### src/rtl/qam_mix_pkg.sv
// Shared types and default widths for the QAM carrier mixer.
package qam_mix_pkg;

  localparam int QM_MPR      = 10;
  localparam int QM_DW       = 12;
  localparam int QM_OW       = 12;
  localparam int QM_WARM_CYC = 2;

  // Rounding shift, full product width and difference width for the defaults.
  localparam int QM_SH = QM_DW + QM_MPR - QM_OW;
  localparam int QM_PW = QM_DW + QM_MPR;
  localparam int QM_SW = QM_PW + 1;

  typedef enum logic [1:0] {
    IDLE = 2'd0,
    WARM = 2'd1,
    RUN  = 2'd2
  } qm_state_e;

endpackage

### src/rtl/qam_round_sat.sv
// Final mixer stage: round-half-up shift of the I*cos - Q*sin difference,
// saturation to the output width, and a per-sample clip pulse.
import qam_mix_pkg::*;

module qam_round_sat #(
  parameter int SW = QM_SW,
  parameter int OW = QM_OW,
  parameter int SH = QM_SH
) (
  input  logic                 clk,
  input  logic                 reset,
  input  logic                 clken,
  input  logic signed [SW-1:0] sum_i,
  input  logic                 vld_i,
  output logic [OW-1:0]        val_o,
  output logic                 vld_o,
  output logic                 sat_o
);

  // One guard bit so the rounding bias can never wrap.
  localparam int XW = SW + 1;
  localparam logic signed [XW-1:0] BIAS = (SH > 0) ? XW'(64'd1 << (SH - 1)) : '0;
  localparam logic signed [XW-1:0] MAXV = XW'((64'd1 << (OW - 1)) - 64'd1);
  localparam logic signed [XW-1:0] MINV = ~MAXV;

  logic signed [XW-1:0] rnd, shf;
  logic                 hi, lo;
  logic [OW-1:0]        val_q, val_d;
  logic                 vld_q, vld_d;
  logic                 sat_q, sat_d;

  // Round toward +inf at the half point, then detect out-of-range results.
  always_comb begin
    rnd = XW'(sum_i) + BIAS;
    shf = rnd >>> SH;
    hi  = shf > MAXV;
    lo  = shf < MINV;
  end

  // Next output value; the clip pulse only counts for valid samples.
  always_comb begin
    val_d = val_q;
    vld_d = vld_q;
    sat_d = sat_q;
    if (clken) begin
      vld_d = vld_i;
      sat_d = vld_i & (hi | lo);
      val_d = hi ? MAXV[OW-1:0] : (lo ? MINV[OW-1:0] : shf[OW-1:0]);
    end
  end

  // Output register.
  always_ff @(posedge clk) begin
    if (reset) begin
      val_q <= '0;
      vld_q <= 1'b0;
      sat_q <= 1'b0;
    end else begin
      val_q <= val_d;
      vld_q <= vld_d;
      sat_q <= sat_d;
    end
  end

  assign val_o = val_q;
  assign vld_o = vld_q;
  assign sat_o = sat_q;

endmodule

### src/rtl/qam_carrier_mixer.sv
// QAM carrier mixer: IF = I*cos - Q*sin, gated until the NCO has been
// valid for WARM_CYC enabled cycles, 4-stage pipeline, sticky clip flag.
import qam_mix_pkg::*;

module qam_carrier_mixer #(
  parameter int MPR      = QM_MPR,
  parameter int DW       = QM_DW,
  parameter int OW       = QM_OW,
  parameter int WARM_CYC = QM_WARM_CYC
) (
  input  logic           clk,
  input  logic           reset,
  input  logic           clken,
  input  logic           nco_valid,
  input  logic [MPR-1:0] fsin_i,
  input  logic [MPR-1:0] fcos_i,
  input  logic           bb_valid,
  input  logic [DW-1:0]  i_in,
  input  logic [DW-1:0]  q_in,
  input  logic           ovf_clr,
  output logic [OW-1:0]  if_o,
  output logic           if_valid,
  output logic           ovf_o
);

  localparam int PW = DW + MPR;
  localparam int SW = PW + 1;
  localparam int SH = DW + MPR - OW;
  localparam int CW = (WARM_CYC < 1) ? 1 : $clog2(WARM_CYC + 1);

  qm_state_e state_q, state_d;
  logic [CW-1:0] cnt_q, cnt_d;

  logic signed [DW-1:0]  i1_q, i1_d, q1_q, q1_d;
  logic signed [MPR-1:0] s1_q, s1_d, c1_q, c1_d;
  logic signed [PW-1:0]  pic2_q, pic2_d, pqs2_q, pqs2_d;
  logic signed [SW-1:0]  sum3_q, sum3_d;
  // bit0 = S1, bit1 = S2, bit2 = S3; S4 valid lives in the round/sat stage.
  logic [2:0]            vld_pipe_q, vld_pipe_d;
  logic                  ovf_q, ovf_d;
  logic                  inj, sat4;

  // Warm-up FSM: counts consecutive nco_valid cycles before allowing injection.
  always_comb begin
    state_d = state_q;
    cnt_d   = cnt_q;
    if (clken) begin
      case (state_q)
        IDLE: begin
          if (WARM_CYC == 0) begin
            state_d = RUN;
          end else if (nco_valid) begin
            state_d = (WARM_CYC == 1) ? RUN : WARM;
            cnt_d   = CW'(1);
          end
        end
        WARM: begin
          if (!nco_valid) begin
            state_d = IDLE;
            cnt_d   = '0;
          end else begin
            cnt_d = cnt_q + CW'(1);
            if (cnt_q + CW'(1) == CW'(WARM_CYC)) state_d = RUN;
          end
        end
        RUN: begin
          if (!nco_valid) begin
            state_d = IDLE;
            cnt_d   = '0;
          end
        end
        default: begin
          state_d = IDLE;
          cnt_d   = '0;
        end
      endcase
    end
  end

  assign inj = bb_valid & nco_valid & (state_q == RUN);

  // S1..S3 datapath; baseband is zeroed when absent so the carrier keeps flowing.
  always_comb begin
    i1_d       = i1_q;
    q1_d       = q1_q;
    s1_d       = s1_q;
    c1_d       = c1_q;
    pic2_d     = pic2_q;
    pqs2_d     = pqs2_q;
    sum3_d     = sum3_q;
    vld_pipe_d = vld_pipe_q;
    if (clken) begin
      i1_d       = bb_valid ? i_in : '0;
      q1_d       = bb_valid ? q_in : '0;
      s1_d       = fsin_i;
      c1_d       = fcos_i;
      pic2_d     = PW'(i1_q) * PW'(c1_q);
      pqs2_d     = PW'(q1_q) * PW'(s1_q);
      sum3_d     = SW'(pic2_q) - SW'(pqs2_q);
      vld_pipe_d = {vld_pipe_q[1:0], inj};
    end
  end

  // Sticky clip flag; a new clip beats a simultaneous clear.
  always_comb begin
    ovf_d = ovf_q;
    if (clken) ovf_d = sat4 | (ovf_q & ~ovf_clr);
  end

  // State, counter, pipeline and flag registers.
  always_ff @(posedge clk) begin
    if (reset) begin
      state_q    <= IDLE;
      cnt_q      <= '0;
      i1_q       <= '0;
      q1_q       <= '0;
      s1_q       <= '0;
      c1_q       <= '0;
      pic2_q     <= '0;
      pqs2_q     <= '0;
      sum3_q     <= '0;
      vld_pipe_q <= '0;
      ovf_q      <= 1'b0;
    end else begin
      state_q    <= state_d;
      cnt_q      <= cnt_d;
      i1_q       <= i1_d;
      q1_q       <= q1_d;
      s1_q       <= s1_d;
      c1_q       <= c1_d;
      pic2_q     <= pic2_d;
      pqs2_q     <= pqs2_d;
      sum3_q     <= sum3_d;
      vld_pipe_q <= vld_pipe_d;
      ovf_q      <= ovf_d;
    end
  end

  qam_round_sat #(
    .SW (SW),
    .OW (OW),
    .SH (SH)
  ) u_rs (
    .clk   (clk),
    .reset (reset),
    .clken (clken),
    .sum_i (sum3_q),
    .vld_i (vld_pipe_q[2]),
    .val_o (if_o),
    .vld_o (if_valid),
    .sat_o (sat4)
  );

  assign ovf_o = ovf_q;

endmodule

### config.mk
export PLATFORM = sky130hd
export DESIGN_NAME = qam_carrier_mixer
export DESIGN_NICKNAME = d
export VERILOG_FILES = /design/src/rtl/qam_mix_pkg.sv /design/src/rtl/qam_round_sat.sv /design/src/rtl/qam_carrier_mixer.sv
export SDC_FILE = /design/constraint.sdc
export NUM_CORES = 1
export LEC_CHECK = 0
export ABC_AREA = 1
export BUFFER_PORTS_ARGS = -buffer_cell sky130_fd_sc_hd__buf_2
export CAP_MARGIN = 15
export CORE_MARGIN = 1
export CORE_UTILIZATION = 35
export DETAILED_ROUTE_END_ITERATION = 16
export HOLD_SLACK_MARGIN = 0.08
export SETUP_SLACK_MARGIN = 0.02
export SLEW_MARGIN = 20
export SYNTH_ARGS = -nofsm -noshare
export SYNTH_HDL_FRONTEND = slang
export SYNTH_SLANG_ARGS = --single-unit
### constraint.sdc
create_clock -name clk -period 4.7 [get_ports clk]
set_input_delay 0 -clock clk [delete_from_list [all_inputs] [get_ports clk]]
set_output_delay 0 -clock clk [all_outputs]
set_load 0.05 [all_outputs]
==> flow_summary.json <==
{
  "num_rows": 78,
  "postSynthNetCount": 2756,
  "violations": "setup timing",
  "grt_max_degree": 80,
  "num_vias": 15000,
  "power_w": 0.004523,
  "comb_power_share_pct": 42.6,
  "swShare_pct": 40.30,
  "synthesis.area_um2": 16370,
  "core_area_um2": 45770,
  "fin_crit_sh_pct": 100.1,
  "grt_pass1_wl_mm": 74.87,
  "cts_buffers": 17,
  "yosysTopAreaCellShare_pct": 26.17,
  "worst_hold_slack_ns": 0.1403,
  "cts_tree": "done",
  "cap_violations": 0,
  "worst-path-buf-inv": 6,
  "yosysSeqAreaShare_pct": 15.16,
  "die_w_um": 218.3,
  "htreeDepth": 4,
  "overflow": 0,
  "tns_ns": -0.003495,
  "path_clk_slew_ns": 0.07,
  "synth_edf_count": 0,
  "worstHoldStart": "bb_valid",
  "hold_class": "in -> reg",
  "synth-seq-cells": 124,
  "outcome": "complete, but fails checks",
  "cts_root_buf": "clkbuf_16",
  "cp_slowest_cell": "fa_1",
  "drc": 0,
  "p_int_w": 0.002700,
  "startpoint": "s1_q[9]",
  "area_delta_synth_final_pct": 27.50,
  "clkPwrFrac_pct": 30.2,
  "worstSetupEndpointType": "flip-flop",
  "vdd_drop_max_mv": 0.1760,
  "syn_inst": 2363,
  "crit_chain": "clkinvlp_4 > buf_6 > or2_4 > fa_2 > inv_2 > fa_2 > fa_1 > fa_1 > inv_2 > fa_1 > inv_2 > ha_4 > nand2_2 > nand2_2 > a21oi_2 > nor2_1 > nor2_1 > a21oi_1 > nand3b_1 > nand2_1 > inv_1",
  "slew_violations": 0,
  "antenna_left": 0,
  "yosysTopAreaCell": "fa_1",
  "rsz0062_at_grt": "true",
  "diodes": 0,
  "multiInputGateArea_um2": 12390,
  "filler_cell_count": 4453,
  "drive_gt1_share_pct": 21.00,
  "start_kind": "flip-flop",
  "power.net_switching_w": 0.001823,
  "cp_top_family": "adder cells",
  "worstSetupPathType": "reg -> reg",
  "crit_fanout": 6,
  "grt_usage_pct": 19.54,
  "fin_crit_ns": 4.703,
  "p_per_area_nw_per_um2": 216.7,
  "drt-wirelength-per-cell_um": 14.01,
  "seq_area_um2": 2574,
  "dpl-instance-area_um2": 18270,
  "clk_latency_ns": 0.45,
  "wirelength_mm": 45.01,
  "clock_skew_ns": 0.01326,
  "dp_hpwl_mm": 35.00,
  "avgSynthCellArea_um2": 6.928,
  "antenna_found_initial": 0,
  "seqPwrFrac_pct": 27.2,
  "synth_ff_type": "dfxtp_1",
  "synth_cell_types": 36,
  "setup_viol": 1,
  "worstMarginPinSlew_ns": 0.8725,
  "die_h_um": 218.3,
  "cts.sinks": 124,
  "place.gp.congestion": 0.8889,
  "via_per_inst": 4.668,
  "final_cell_area_um2": 20880,
  "yosysMostFrequentCell": "nand2_1",
  "slew_headroom_pct": 41.83,
  "grt_pass1_vias": 15320,
  "synth_area_leaders": "fa_1 (26%), dfxtp_1 (15%), nand2_1 (14%)",
  "p_leak_nw": 11.61,
  "dr.first_iter.drc_count": 837,
  "max_freq_mhz": 212.6,
  "required_ns": 5.05,
  "clockBufferDepth": 2,
  "crit_arrival_ns": 5.05,
  "io_pins": 64,
  "drtPass1Iterations": 5,
  "async_flop_share_pct": 0,
  "critPathMaxStageDelay_ns": 0.53,
  "hold_viol": 0,
  "synth_top_cells_by_count": "nand2_1 (597), inv_1 (580), fa_1 (214)",
  "r2r-start": "s1_q[9]",
  "die_area_um2": 47650,
  "yosys_warnings": 0,
  "initial_core_util_pct": 35.77,
  "fin_ws_ns": -0.003495,
  "layout.nets": 2994,
  "io_buffers": 63
}
-- state kept, by name, summed over array words and instances, names as in the netlist --
signal / cells
pic2_q: 22
pqs2_q: 22
sum3_q: 14
i1_q: 12
q1_q: 12
u_rs.val_o: 12
c1_q: 10
s1_q: 10
vld_pipe_q: 3
cnt_q: 2
state_q: 2
ovf_o: 1
u_rs.sat_o: 1
u_rs.vld_o: 1
-- area by class of cell --
class                           count  share of cell area (%)
Clock buffer                       17                   2.038
Clock inverter                     15                  0.7552
Inverter                          583                   10.51
Multi-Input combinational cell   1572                   59.34
Sequential cell                   124                   12.33
Tap cell                          600                   3.596
Timing Repair Buffer              302                   11.39
Timing Repair inverter              1                 0.03596
-- worst register-to-register path, cell delays in order, from the launching register on --
cell and delay, ns:
dfxtp_4 0.39, clkinvlp_4 0.20, buf_6 0.17, or2_4 0.24, fa_2 0.34, inv_2 0.06, fa_2 0.43, fa_1 0.51
fa_1 0.53, inv_2 0.04, fa_1 0.51, inv_2 0.05, ha_4 0.26, nand2_2 0.06, nand2_2 0.07, a21oi_2 0.17
nor2_1 0.07, nor2_1 0.13, a21oi_1 0.08, nand3b_1 0.18, nand2_1 0.10, inv_1 0.04
-- power by group through the flow --
stage	clock network (W)	registers [W]	logic (W)
2_1_floorplan	0	0.00125	0.00108
5_1_grt	0.00145	0.00124	0.00217
3_5_place_dp	0	0.00125	0.00162
4_1_cts	0.00140	0.00123	0.00177
3_3_place_gp	0	0.00125	0.00160
6_report	0.00137	0.00123	0.00193
-- cells by family (layout without fill, tap and decap cells) --
kind of cell               Yosys count  after routing  synth area share [%]
and+or+nand+nor                    961            961                 24.12
buffers and inverters              667            918                 15.45
adders and majority gates          343            343                 36.03
AOI/OAI and AO/OA                  249            249                 8.223
DFF                                124            124                 15.16
xor gates and xnor gates            19             19                 1.016
-- path summary, 6_finish.rpt --
kind / cells after the start / to / slack, ns
worst min register to register: 2 / pqs2_q[4] / 0.47
worst min-delay path: 5 / i1_q[2] / 0.14
worst max register to register: 21 / pqs2_q[17] / -0.003
worst max-delay path: 21 / pqs2_q[17] / -0.003
-- routing by layer --
layer / part of all wire [%] / global-route usage [%] / up-vias / wire length, um
met5: 0 / 0 / - / 0
met4: 1.7 / 4.545 / 0 / 757
met1: 48 / 26.16 / 7136 / 21490
met3: 4.6 / 3.521 / 52 / 2067
met2: 46 / 32.49 / 301 / 20700
li1: - / - / 7514 / -
-- per-stage QoR --
step                instances  util, %  setup slack [ns]
finish                   3214    45.61         -0.003495
global route             3214    45.61           -0.1588
global placement         3089    39.91           -0.4462
detailed placement       3089    39.91           -0.4828
CTS                      3195    43.63          -0.02422
floorplan                2363        -           0.02664
-- layout by cell type (no fill, tap or decap), drive strengths merged, types with 5 or more instances in the layout --
cell           n
a21o           7
a21oi        136
buf          245
clkbuf        17
clkinv         5
clkinvlp       5
dfxtp        124
dlygate4sd3   57
fa           214
ha           129
inv          588
nand2        602
nand3        106
nand3b         6
nand4         22
nor2         204
nor3          12
o21ai         94
o21bai         7
or2            7
xor2          17
-- repair_timing --
item | CTS | global route
gates cloned | 1 | 0
endpoints found under the hold margin | 53 | 0
endpoints found under the setup margin | 27 | 28
pin swaps | 55 | 125
hold buffers | 57 | 0
buffers inserted | 17 | 20
gates resized for setup | 121 | 210
No activity file was read; power rests on OpenSTA's default activity.
